File: config.mk
export PLATFORM = sky130hd
export DESIGN_NAME = axi_lite_reg_bridge
export DESIGN_NICKNAME = d
export VERILOG_FILES = /design/src/rtl/axi_lite_reg_bridge.sv
export SDC_FILE = /design/constraint.sdc
export NUM_CORES = 1
export LEC_CHECK = 0
export BUFFER_PORTS_ARGS = -buffer_cell sky130_fd_sc_hd__buf_4
export CORE_ASPECT_RATIO = 0.8
export CORE_UTILIZATION = 43
export CTS_CLUSTER_DIAMETER = 40
export DETAILED_ROUTE_END_ITERATION = 10
export HOLD_SLACK_MARGIN = 0.03
export MAX_ROUTING_LAYER = met4
export PLACE_DENSITY = 0.75
export SKIP_LAST_GASP = 1
export SLEW_MARGIN = 20
export SYNTH_ARGS = -nofsm -noshare
export SYNTH_HDL_FRONTEND = slang
export SYNTH_SLANG_ARGS = --single-unit
File: constraint.sdc
create_clock -name clk -period 3.3 [get_ports clk]
set_clock_uncertainty 0.1 [all_clocks]
set_input_delay 0.66 -clock clk [delete_from_list [all_inputs] [get_ports clk]]
set_output_delay 0.66 -clock clk [all_outputs]
set_load 0.01 [all_outputs]
File: src/rtl/axi_lite_reg_bridge.sv
// AXI4-Lite slave that turns each host read or write into one serialised
// register-bus transaction, with a timeout so every access gets a response.
module axi_lite_reg_bridge #(
  parameter int unsigned AXI_DATA_WIDTH = 32,
  parameter int unsigned AXI_ADDR_WIDTH = 23,
  parameter int unsigned TIMEOUT_CYCLES = 16
) (
  input  logic                          clk,
  input  logic                          reset,
  input  logic [AXI_ADDR_WIDTH-1:0]     s_axi_awaddr,
  input  logic                          s_axi_awvalid,
  output logic                          s_axi_awready,
  input  logic [AXI_DATA_WIDTH-1:0]     s_axi_wdata,
  input  logic [AXI_DATA_WIDTH/8-1:0]   s_axi_wstrb,
  input  logic                          s_axi_wvalid,
  output logic                          s_axi_wready,
  output logic [1:0]                    s_axi_bresp,
  output logic                          s_axi_bvalid,
  input  logic                          s_axi_bready,
  input  logic [AXI_ADDR_WIDTH-1:0]     s_axi_araddr,
  input  logic                          s_axi_arvalid,
  output logic                          s_axi_arready,
  output logic [AXI_DATA_WIDTH-1:0]     s_axi_rdata,
  output logic [1:0]                    s_axi_rresp,
  output logic                          s_axi_rvalid,
  input  logic                          s_axi_rready,
  output logic                          reg_req_out,
  output logic                          reg_rd_wr_L_out,
  output logic [AXI_ADDR_WIDTH-1:0]     reg_addr_out,
  output logic [AXI_DATA_WIDTH-1:0]     reg_wr_data_out,
  input  logic                          reg_ack_in,
  input  logic [AXI_DATA_WIDTH-1:0]     reg_rd_data_in
);

  localparam int unsigned STRB_W = AXI_DATA_WIDTH / 8;
  localparam int unsigned CNT_W  = 8;
  localparam logic [CNT_W-1:0]          CNT_LAST    = CNT_W'(TIMEOUT_CYCLES - 1);
  localparam logic [AXI_DATA_WIDTH-1:0] ERR_DATA    = AXI_DATA_WIDTH'(32'hdead_beef);
  localparam logic [STRB_W-1:0]         FULL_STRB   = {STRB_W{1'b1}};
  localparam logic [1:0]                RESP_OKAY   = 2'b00;
  localparam logic [1:0]                RESP_SLVERR = 2'b10;

  localparam logic [2:0] IDLE     = 3'd0;
  localparam logic [2:0] REQ      = 3'd1;
  localparam logic [2:0] WAIT_ACK = 3'd2;
  localparam logic [2:0] RESP_W   = 3'd3;
  localparam logic [2:0] RESP_R   = 3'd4;

  logic [2:0]                state, state_d;
  logic [CNT_W-1:0]          cnt, cnt_d;
  logic                      last_wr, last_wr_d;
  logic                      awready_d, wready_d, arready_d;
  logic                      bvalid_d, rvalid_d;
  logic [1:0]                bresp_d, rresp_d;
  logic [AXI_DATA_WIDTH-1:0] rdata_d;
  logic                      req_d, rd_wr_d;
  logic [AXI_ADDR_WIDTH-1:0] addr_d;
  logic [AXI_DATA_WIDTH-1:0] wdata_d;
  logic                      arm;
  logic                      wr_pend_c, rd_pend_c, pick_wr_c, pick_rd_c;

  // Arbitration: on a tie, the direction not served last wins.
  assign wr_pend_c = s_axi_awvalid & s_axi_wvalid;
  assign rd_pend_c = s_axi_arvalid;
  assign pick_wr_c = wr_pend_c & (~rd_pend_c | ~last_wr);
  assign pick_rd_c = rd_pend_c & ~pick_wr_c;

  // State and registered outputs.
  always_ff @(posedge clk or posedge reset) begin
    if (reset) begin
      state           <= IDLE;
      cnt             <= '0;
      last_wr         <= 1'b0;
      s_axi_awready   <= 1'b0;
      s_axi_wready    <= 1'b0;
      s_axi_arready   <= 1'b0;
      s_axi_bvalid    <= 1'b0;
      s_axi_rvalid    <= 1'b0;
      s_axi_bresp     <= RESP_OKAY;
      s_axi_rresp     <= RESP_OKAY;
      s_axi_rdata     <= '0;
      reg_req_out     <= 1'b0;
      reg_rd_wr_L_out <= 1'b1;
      reg_addr_out    <= '0;
      reg_wr_data_out <= '0;
    end else begin
      state           <= state_d;
      cnt             <= cnt_d;
      last_wr         <= last_wr_d;
      s_axi_awready   <= awready_d;
      s_axi_wready    <= wready_d;
      s_axi_arready   <= arready_d;
      s_axi_bvalid    <= bvalid_d;
      s_axi_rvalid    <= rvalid_d;
      s_axi_bresp     <= bresp_d;
      s_axi_rresp     <= rresp_d;
      s_axi_rdata     <= rdata_d;
      reg_req_out     <= req_d;
      reg_rd_wr_L_out <= rd_wr_d;
      reg_addr_out    <= addr_d;
      reg_wr_data_out <= wdata_d;
    end
  end

  // Next-state and next-output logic.
  always_comb begin
    state_d   = state;
    cnt_d     = cnt;
    last_wr_d = last_wr;
    awready_d = 1'b0;
    wready_d  = 1'b0;
    arready_d = 1'b0;
    bvalid_d  = s_axi_bvalid;
    rvalid_d  = s_axi_rvalid;
    bresp_d   = s_axi_bresp;
    rresp_d   = s_axi_rresp;
    rdata_d   = s_axi_rdata;
    req_d     = 1'b0;
    rd_wr_d   = reg_rd_wr_L_out;
    addr_d    = reg_addr_out;
    wdata_d   = reg_wr_data_out;
    arm       = 1'b0;

    case (state)
      IDLE: begin
        // A registered ready is high: this cycle is the handshake.
        if (s_axi_awready) begin
          if (wr_pend_c) begin
            last_wr_d = 1'b1;
            if (s_axi_awaddr[1:0] != 2'b00 || s_axi_wstrb != FULL_STRB) begin
              bresp_d  = RESP_SLVERR;
              bvalid_d = 1'b1;
              state_d  = RESP_W;
            end else begin
              req_d   = 1'b1;
              rd_wr_d = 1'b0;
              addr_d  = AXI_ADDR_WIDTH'(s_axi_awaddr >> 2);
              wdata_d = s_axi_wdata;
              state_d = REQ;
            end
          end
        end else if (s_axi_arready) begin
          if (rd_pend_c) begin
            last_wr_d = 1'b0;
            if (s_axi_araddr[1:0] != 2'b00) begin
              rresp_d  = RESP_SLVERR;
              rdata_d  = ERR_DATA;
              rvalid_d = 1'b1;
              state_d  = RESP_R;
            end else begin
              req_d   = 1'b1;
              rd_wr_d = 1'b1;
              addr_d  = AXI_ADDR_WIDTH'(s_axi_araddr >> 2);
              wdata_d = '0;
              state_d = REQ;
            end
          end
        end else begin
          arm = 1'b1;
        end
      end
      REQ: begin
        cnt_d   = '0;
        state_d = WAIT_ACK;
      end
      WAIT_ACK: begin
        cnt_d = cnt + CNT_W'(1);
        if (reg_ack_in) begin
          if (reg_rd_wr_L_out) begin
            rdata_d  = reg_rd_data_in;
            rresp_d  = RESP_OKAY;
            rvalid_d = 1'b1;
            state_d  = RESP_R;
          end else begin
            bresp_d  = RESP_OKAY;
            bvalid_d = 1'b1;
            state_d  = RESP_W;
          end
        end else if (cnt == CNT_LAST) begin
          if (reg_rd_wr_L_out) begin
            rdata_d  = ERR_DATA;
            rresp_d  = RESP_SLVERR;
            rvalid_d = 1'b1;
            state_d  = RESP_R;
          end else begin
            bresp_d  = RESP_SLVERR;
            bvalid_d = 1'b1;
            state_d  = RESP_W;
          end
        end
      end
      RESP_W: begin
        if (s_axi_bready) begin
          bvalid_d = 1'b0;
          state_d  = IDLE;
          arm      = 1'b1;
        end
      end
      RESP_R: begin
        if (s_axi_rready) begin
          rvalid_d = 1'b0;
          state_d  = IDLE;
          arm      = 1'b1;
        end
      end
      default: state_d = IDLE;
    endcase

    // Raising ready while returning to IDLE keeps back-to-back accesses at 4 cycles.
    if (arm) begin
      awready_d = pick_wr_c;
      wready_d  = pick_wr_c;
      arready_d = pick_rd_c;
    end
  end

endmodule

==> out/qor.yml, run 1 <==
instances_no_fill: 826
tightest_slew_ns: 0.825
cp_top_family: "simple AND/OR/NAND/NOR gates"
startpoint_type: "flip-flop"
crit-reg2reg-launch: "state[0]"
outcome: "completed"
slowest_stage: "dfrtp_1"
power_density_nw_per_um2: 844
rsz0062_at_grt: "false"
wl_mm: 12.7
slew_headroom_pct: 44.8
seq_area_frac_synth_pct: 52.5
syn-cell-area_um2: 5010
crit_chain: "or3_1 -> nor3b_4 -> buf_12 -> mux2_2"
clk_path_buf_depth: 2
final_util_pct: 63.2
grt_antenna_before_repair: 0
final.min_clock_period_ns: 2.41
cts_buffers: 9
met2WireLength_mm: 6.26
ant_nets: 0
drt-initial-drc-count: 129
routed_via_density: 5.03
slowest_delay_ns: 0.59
cap_violations: 0
postCtsHoldBufs: 0
vias: 4154
layout_setup_ws_ns: 0.886
min_path_type: "input pin to async pin"
hold_violations: 0
ys_types: 51
wl_met3_um: 852
routedWlPerCell_um: 15.3
fp.dieArea_um2: 12100
synth_commonest_cells: "dfrtp_1, nand2_1, inv_1, mux2_2, mux2i_1"
cts_resized: 0
m1WireLength_mm: 5.36
synthToLayoutAreaGrowth_pct: 40.0
gr-usage-all-layers_pct: 21.8
drv_slew: 0
first_pass_iters: 4
remaining_drc_errors: 0
cts_tree: "built"
overflow: 0
yosys.area.top_type_share_pct: 51.9
dp_cells: 810
worstPathMaxFanout: 55
critPathBufInv: 1
place_hpwl_mm: 9.43
critical_path_required_ns: 3.43
start_util_pct: 45.1
setup-tns-final_ns: 0
ys_ff_latch: 105
path_clk_slew_ns: 0.07
synth-main-ff-cell: "dfrtp_1"
num_rows: 34
yosysMostFrequentCell: "dfrtp_1"
fill_cells: 901
synth_area_leaders: "dfrtp_1, mux2_2, mux2i_1"
p_leak_nw: 3.20
top_layer_used: "met4"
postSynthAreaPerCell_um2: 10.5
core_um2: 11100
cts_setup_buffers: 0
max_freq_mhz: 414
path_class: "flip-flop to flip-flop"
root_buffer: "clkbuf_16"
post-place-ws_ns: 0.753
synth-edff-count: 0
clock_sinks: 105
clk_latency_ns: 0.34
grt_pass1_vias: 4159
crit_start: "state[0]"
power_mw: 5.92
worstPathArrival_ns: 2.54
layout.nets: 800
grt_pass1_wl_mm: 20.0
peakVddDrop_mv: 0.442
portBuffers: 215
yosys_warnings: 0
synth_cells: 476
synth.largest_area_cell: "dfrtp_1"
place.gp.congestion: 0.831
async_reset_ff_share_pct: 100
setup_viol: 0
timing.final.crit_share_pct: 73.2
die_h_um: 98.5
diodes: 0
htree_levels: 3
dieWidth_um: 123
grt_max_degree: 57
cp-end-kind: "flip-flop"
drive_gt1_share_pct: 42.2
io_pins: 220
routing by layer:
| metal | track usage [%] | vias to the layer above |
|---|---|---|
| li1 | - | 1987 |
| met4 | 7.32 | 0 |
| met2 | 36.0 | 170 |
| met1 | 26.1 | 1983 |
| met3 | 5.21 | 14 |
| met5 | - | - |
power by group:
group | internal, mW | leakage (nW) | total [mW] | switching [mW]
clock | 0.634 | 0.148 | 1.11 | 0.475
sequential | 1.89 | 1.22 | 2.31 | 0.422
combinational | 1.32 | 1.83 | 2.50 | 1.18
sequential cells by signal (all words and copies together), names as in the netlist:
signal	cells
reg_wr_data_out	32
s_axi_rdata	32
reg_addr_out	21
cnt	8
state	3
last_wr	1
reg_rd_wr_L_out	1
reg_req_out	1
s_axi_arready	1
s_axi_bresp	1
s_axi_bvalid	1
s_axi_rresp	1
s_axi_rvalid	1
s_axi_wready	1
logic make-up (layout without fill, tap and decap cells):
kind of cell               Yosys count  in the layout  share of synthesized area (%)
and+or+nand+nor                    134            134                           12.4
DFF                                105            105                           52.5
buffers and inverters               81            284                           7.77
AOI/OAI and AO/OA                   78             78                           10.8
muxes                               76             76                           16.2
adders and majority gates            1              1                          0.250
other                                1              4                         0.0749
per-stage QoR:
stage	cell area, um^2	hold WS (ns)
after detailed placement	6700	0.382
after floorplan	5020	0.343
after global placement	6700	0.370
final	7010	0.280
after CTS	7010	0.292
after global routing	7010	0.312
path summary, 6_finish.rpt:
check,end,slack [ns],depth (start not counted)
max,reg_addr_out[2],0.89,4
min,cnt[6],0.28,2
max reg2reg,reg_addr_out[2],0.89,4
min reg2reg,s_axi_wready,0.39,1
max in group asynchronous,s_axi_rdata[14],2.11,3
min in group clk,s_axi_wready,0.39,1
final cells by class:
cell class                      instances  area (um^2)  area share (%)
Inverter                               47          180            2.57
Sequential cell                       105         2630            37.5
Multi-Input combinational cell        293         2010            28.7
Timing Repair Buffer                  221         1700            24.2
Clock inverter                          5         62.6           0.892
Clock buffer                           11          253            3.60
Tap cell                              144          180            2.57
worst register-to-register path, stage by stage (launching register included):
cell and delay, ns:
dfrtp_1 0.59, or3_1 0.60, nor3b_4 0.27, buf_12 0.33
mux2_2 0.43
cells in the final DEF, fill, tap and decap left out, types with 2 or more instances in the layout:
master | Yosys | routed
a211oi_1 | 2 | 2
mux2_2 | 42 | 42
o21ai_0 | 23 | 23
buf_12 | 0 | 3
clkbuf_8 | 0 | 2
conb_1 | 1 | 4
nand3_1 | 13 | 13
dfrtp_1 | 104 | 103
mux2i_1 | 34 | 34
or3_1 | 3 | 3
nor3b_1 | 2 | 2
a21oi_1 | 9 | 9
inv_1 | 47 | 46
nor4_1 | 4 | 4
o21a_1 | 24 | 24
clkinvlp_4 | 0 | 3
o31a_1 | 2 | 2
o32a_1 | 2 | 2
nand2b_1 | 3 | 3
nand4bb_1 | 2 | 2
clkbuf_16 | 0 | 9
nor3_1 | 6 | 6
nand2_1 | 67 | 67
buf_4 | 9 | 218
o21bai_1 | 2 | 2
nor2_1 | 25 | 25
a31oi_1 | 2 | 2
Power figures use the tool's default switching activity.
==> run 2, diff against run 1 <==
==> constraint.sdc (replaced) <==
create_clock -name clk -period 2.15 [get_ports clk]
set_clock_uncertainty 0.1 [all_clocks]
set_input_delay 0.43 -clock clk [delete_from_list [all_inputs] [get_ports clk]]
set_output_delay 0.43 -clock clk [all_outputs]
set_load 0.01 [all_outputs]
==> out/qor.yml, run 2 (synthesized netlist as in run 1, its figures left out) <==
start_util_pct: 45.1  # unchanged
tightest_slew_ns: 0.597  # was 0.825 ns
worstPathArrival_ns: 2.17  # was 2.54 ns
grt_pass1_vias: 4282  # was 4159
rsz0062_at_grt: "false"  # unchanged
wl_mm: 12.8  # was 12.7 mm
slowest_delay_ns: 0.52  # was 0.59 ns
slew_headroom_pct: 60.2  # was 44.8%
use_met3_pct: 5.79  # was 5.21%
final_util_pct: 64.0  # was 63.2%
layout_setup_ws_ns: 0.154  # was 0.886 ns
placed_area_um2: 6820  # was 6700 um^2
path_clk_slew_ns: 0.07  # about the same
cts_buffers: 9  # unchanged
core_um2: 11100  # unchanged
grt_max_degree: 106  # was 57
instances_no_fill: 837  # was 826
final_common_cell: "buf_4"  # unchanged
postCtsHoldBufs: 0  # unchanged
routedWlPerCell_um: 15.3  # about the same
critical_path_required_ns: 2.33  # was 3.43 ns
dp_cells: 821  # was 810
timing.final.crit_share_pct: 92.8  # was 73.2%
stdcell_area_um2: 7110  # was 7010 um^2
num_rows: 34  # unchanged
overflow: 0  # unchanged
routed_via_density: 5.00  # was 5.03
power_density_nw_per_um2: 1280  # was 844 nW/um^2
grt_pass1_wl_mm: 20.8  # was 20.0 mm
root_buffer: "clkbuf_16"  # unchanged
vias: 4185  # was 4154
io_pins: 220  # unchanged
peakVddDrop_mv: 0.540  # was 0.442 mV
cts_resized: 0  # unchanged
grt_antenna_before_repair: 0  # unchanged
cp_top_family: "simple AND/OR/NAND/NOR gates"  # unchanged
slowest_stage: "or3_1"  # was dfrtp_1
final.min_clock_period_ns: 2.00  # was 2.41 ns
crit_chain: "or3_1 -> or3_4 -> o21ai_4 -> buf_12 -> o21a_1"  # was or3_1 -> nor3b_4 -> buf_12 -> mux2_2
drive_gt1_share_pct: 42.7  # was 42.2%
cts_setup_buffers: 0  # unchanged
outcome: "completed"  # unchanged
post-place-ws_ns: 0.0304  # was 0.753 ns
ant_nets: 0  # unchanged
first_pass_iters: 4  # unchanged
setup-tns-final_ns: 0  # unchanged
critPathBufInv: 1  # unchanged
setup_viol: 0  # unchanged
met2_usage_pct: 36.0  # unchanged
drt-initial-drc-count: 147  # was 129
synthToLayoutAreaGrowth_pct: 41.9  # was 40.0%
hold_violations: 0  # unchanged
p_leak_nw: 3.26  # was 3.20 nW
grtUsageMet1_pct: 28.3  # was 26.1%
remaining_drc_errors: 0  # unchanged
cp-end-kind: "flip-flop"  # unchanged
place.gp.congestion: 0.799  # was 0.831
clock_sinks: 105  # unchanged
min_path_type: "input pin to async pin"  # unchanged
htree_levels: 3  # unchanged
fp.dieArea_um2: 12100  # unchanged
clk_latency_ns: 0.34  # about the same
place_hpwl_mm: 9.45  # was 9.43 mm
cap_violations: 0  # unchanged
worstPathMaxFanout: 23  # was 55
layout_common_cells: "buf_4, dfrtp_1, nand2_1"  # unchanged
clk_path_buf_depth: 2  # unchanged
die_h_um: 98.5  # unchanged
diodes: 0  # unchanged
cts_tree: "built"  # unchanged
startpoint_type: "flip-flop"  # unchanged
gr-usage-all-layers_pct: 22.6  # was 21.8%
top_regs: "reg_wr_data_out: 32 flops, s_axi_rdata: 32 flops, reg_addr_out: 21 flops"  # unchanged
drv_slew: 0  # unchanged
path_class: "flip-flop to flip-flop"  # unchanged
portBuffers: 215  # unchanged
layout.nets: 811  # was 800
max_freq_mhz: 501  # was 414 MHz
gr-max-usage-layer: "met2"  # unchanged
dieWidth_um: 123  # unchanged
[run 2: cell types whose count changed in the layout (fill, tap and decap cells not counted), sizes merged]
cell	before	now
clkbuf	11	12
buf	221	232
inv	47	46
[run 2: layout make-up]
type	count	area (um^2)
clock buffer	12	236
clock inverter	4	53.8
fill	896	4000
inverter	47	180
multi-input combinational	293	2010
sequential	105	2630
tap	144	180
timing repair buffer	232	1820
[run 2: stage by stage]
stage | total power, mW | hold slack [ns]
after floorplan | 5.44 | 0.343
after global placement | 7.39 | 0.361
after detailed placement | 7.53 | 0.376
after CTS | 9.18 | 0.176
after global routing | 9.71 | 0.163
final | 9.09 | 0.0985
[run 2: routing by layer]
layer,routed length [um],vias up,share of wire (%)
met3,869,19,6.8
met4,236,0,1.8
met2,6190,173,48
li1,-,2014,-
met5,0,-,0
met1,5530,1979,43
[run 2: worst paths after layout]
path / from / to / slack, ns / cells past startpoint
max: state[0] / s_axi_rdata[0] / 0.15 / 5
min: reset / s_axi_rdata[6] / 0.1 / 3
max reg2reg: state[0] / s_axi_rdata[0] / 0.15 / 5
min reg2reg: last_wr / s_axi_wready / 0.38 / 1
max in group asynchronous: reset / s_axi_wready / 1.34 / 3
min in group clk: s_axi_arvalid / s_axi_wready / 0.19 / 2
[run 2: tightest hold or removal path, delay by kind of cell]
family                 cells  cell delay (ns)
buffers and inverters      3             0.56
[run 2: power by group]
group / total, mW / leakage [nW] / internal [mW] / switching (mW)
registers: 3.50 / 1.22 / 2.90 / 0.599
logic: 3.98 / 1.90 / 2.10 / 1.88
clock network: 1.61 / 0.133 / 0.907 / 0.707
total: 9.09 / 3.26 / 5.90 / 3.19
==> run 3, diff against run 2 <==
--- a/config.mk
+++ b/config.mk
@@ -7,12 +7,14 @@
 export LEC_CHECK = 0
 export BUFFER_PORTS_ARGS = -buffer_cell sky130_fd_sc_hd__buf_4
 export CORE_ASPECT_RATIO = 0.8
-export CORE_UTILIZATION = 43
+export CORE_UTILIZATION = 49
+export CTS_BUF_LIST = sky130_fd_sc_hd__clkbuf_2 sky130_fd_sc_hd__clkbuf_4 sky130_fd_sc_hd__clkbuf_8
 export CTS_CLUSTER_DIAMETER = 40
 export DETAILED_ROUTE_END_ITERATION = 10
+export GPL_ROUTABILITY_DRIVEN = 0
 export HOLD_SLACK_MARGIN = 0.03
 export MAX_ROUTING_LAYER = met4
-export PLACE_DENSITY = 0.75
+export PLACE_DENSITY = 0.8
 export SKIP_LAST_GASP = 1
 export SLEW_MARGIN = 20
 export SYNTH_ARGS = -nofsm -noshare
==> constraint.sdc (replaced) <==
create_clock -name clk -period 2.2 [get_ports clk]
set_clock_uncertainty 0.1 [all_clocks]
set_input_delay 0.44 -clock clk [delete_from_list [all_inputs] [get_ports clk]]
set_output_delay 0.44 -clock clk [all_outputs]
set_load 0.01 [all_outputs]
==> out/qor.yml, run 3 (synthesized netlist as in run 1, its figures left out) <==
placed_area_um2: 6760  # was 6820 um^2
die_h_um: 92.4  # was 98.5 um
clk_latency_ns: 0.36  # was 0.34 ns
final_common_cell: "buf_4"  # unchanged
holdWs_ns: 0.0741  # was 0.0985 ns
routedWlPerCell_um: 15.8  # was 15.3 um
p_leak_nw: 3.23  # was 3.26 nW
first_pass_iters: 4  # unchanged
cts_setup_buffers: 0  # unchanged
tightest_slew_ns: 0.747  # was 0.597 ns
drv_slew: 0  # unchanged
overflow: 0  # unchanged
num_rows: 32  # was 34
vias: 4253  # was 4185
dp_cells: 812  # was 821
cp-end-kind: "flip-flop"  # unchanged
root_buffer: "clkbuf_8"  # was clkbuf_16
ant_nets: 0  # unchanged
dieWidth_um: 115  # was 123 um
portBuffers: 215  # unchanged
diodes: 0  # unchanged
place_hpwl_mm: 9.56  # was 9.45 mm
outcome: "completed"  # unchanged
synthToLayoutAreaGrowth_pct: 39.6  # was 41.9%
cts_tree: "built"  # unchanged
critical_path_required_ns: 2.35  # was 2.33 ns
core_um2: 9770  # was 11100 um^2
drt-initial-drc-count: 370  # was 147
setup_viol: 0  # unchanged
post-place-ws_ns: -0.0179  # was 0.0304 ns
grt_max_degree: 70  # was 106
max_freq_mhz: 478  # was 501 MHz
power_density_nw_per_um2: 1230  # was 1280 nW/um^2
min_path_type: "input pin to async pin"  # unchanged
layout_setup_ws_ns: 0.109  # was 0.154 ns
final.min_clock_period_ns: 2.09  # was 2.00 ns
drive_gt1_share_pct: 43.3  # was 42.7%
gr-usage-all-layers_pct: 25.0  # was 22.6%
layout_common_cells: "buf_4, dfrtp_1, nand2_1"  # unchanged
grt_pass1_wl_mm: 20.2  # was 20.8 mm
final-seq-area_um2: 2630  # unchanged
timing.final.crit_share_pct: 95.1  # was 92.8%
layout.nets: 811  # unchanged
path_class: "flip-flop to flip-flop"  # unchanged
rsz0062_at_grt: "false"  # unchanged
peakVddDrop_mv: 0.606  # was 0.540 mV
cap_violations: 0  # unchanged
remaining_drc_errors: 0  # unchanged
startpoint_type: "flip-flop"  # unchanged
multi_input_area_um2: 2020  # was 2010 um^2
io_pins: 220  # unchanged
grt_antenna_before_repair: 0  # unchanged
power_mw: 8.57  # was 9.09 mW
slew_headroom_pct: 50.2  # was 60.2%
clock_sinks: 105  # unchanged
fill_cells: 756  # was 896
instances_no_fill: 829  # was 837
start_util_pct: 51.3  # was 45.1%
path_clk_slew_ns: 0.10  # was 0.07 ns
cts_buffers: 9  # unchanged
clk_path_buf_depth: 2  # unchanged
final_util_pct: 71.6  # was 64.0%
htree_levels: 3  # unchanged
fp.dieArea_um2: 10600  # was 12100 um^2
wl_mm: 13.1  # was 12.8 mm
routed_via_density: 5.13  # was 5.00
setup-tns-final_ns: 0  # unchanged
worstPathMaxFanout: 17  # was 23
grt_pass1_vias: 4137  # was 4282
stdcell_area_um2: 7000  # was 7110 um^2
hold_violations: 0  # unchanged
top_regs: "reg_wr_data_out: 32 flops, s_axi_rdata: 32 flops, reg_addr_out: 21 flops"  # unchanged
worstPathArrival_ns: 2.25  # was 2.17 ns
## run 3: cell types whose count changed in the layout (fill, tap and decap cells not counted), sizes merged
cell and change:
clkbuf -1, buf -1, o21ai +1, inv +3, clkinvlp -2
## run 3: layout make-up
cell class | instances | share of cell area [%]
clock buffers | 11 | 2.16
clock inverters | 5 | 1.00
inverters | 47 | 2.58
multi-input cells | 294 | 28.9
flip-flops and latches | 105 | 37.6
well taps | 136 | 2.43
repair buffers | 231 | 25.3
## run 3: worst paths after layout
check                      slack (ns)     startpoint  cells after the start               to
min in group clk                 0.16  s_axi_arvalid                      2     s_axi_wready
min reg2reg                      0.40        last_wr                      1     s_axi_wready
max                              0.11         cnt[0]                      5  s_axi_rdata[23]
max in group asynchronous        1.56          reset                      3  s_axi_rdata[26]
min                              0.07          reset                      3           cnt[7]
max reg2reg                      0.11         cnt[0]                      5  s_axi_rdata[23]
## run 3: routing by layer
metal	vias to the layer above	GRT usage, %	routed length, um
met5	-	-	0
li1	2014	-	-
met4	0	8.12	263
met1	2029	31.3	5460
met2	188	41.4	6520
met3	22	4.25	878
## run 3: worst max-delay path: stages, from the launching register on
cell and delay, ns:
dfrtp_1 0.43, ha_1 0.25, and3_1 0.22, a21oi_2 0.41, o21ai_2 0.33, o21a_1 0.26
## run 3: power by group
part | switching (mW) | internal [mW] | leakage, nW | total, mW
registers | 0.583 | 2.82 | 1.22 | 3.41
clock network | 0.689 | 0.612 | 0.114 | 1.30
logic | 1.85 | 2.02 | 1.89 | 3.87
## run 3: what timing repair did
action                                  4_1_cts  5_1_grt
endpoints found under the setup margin        0       10
hold buffers                                  0        0
resized for setup                             0        1
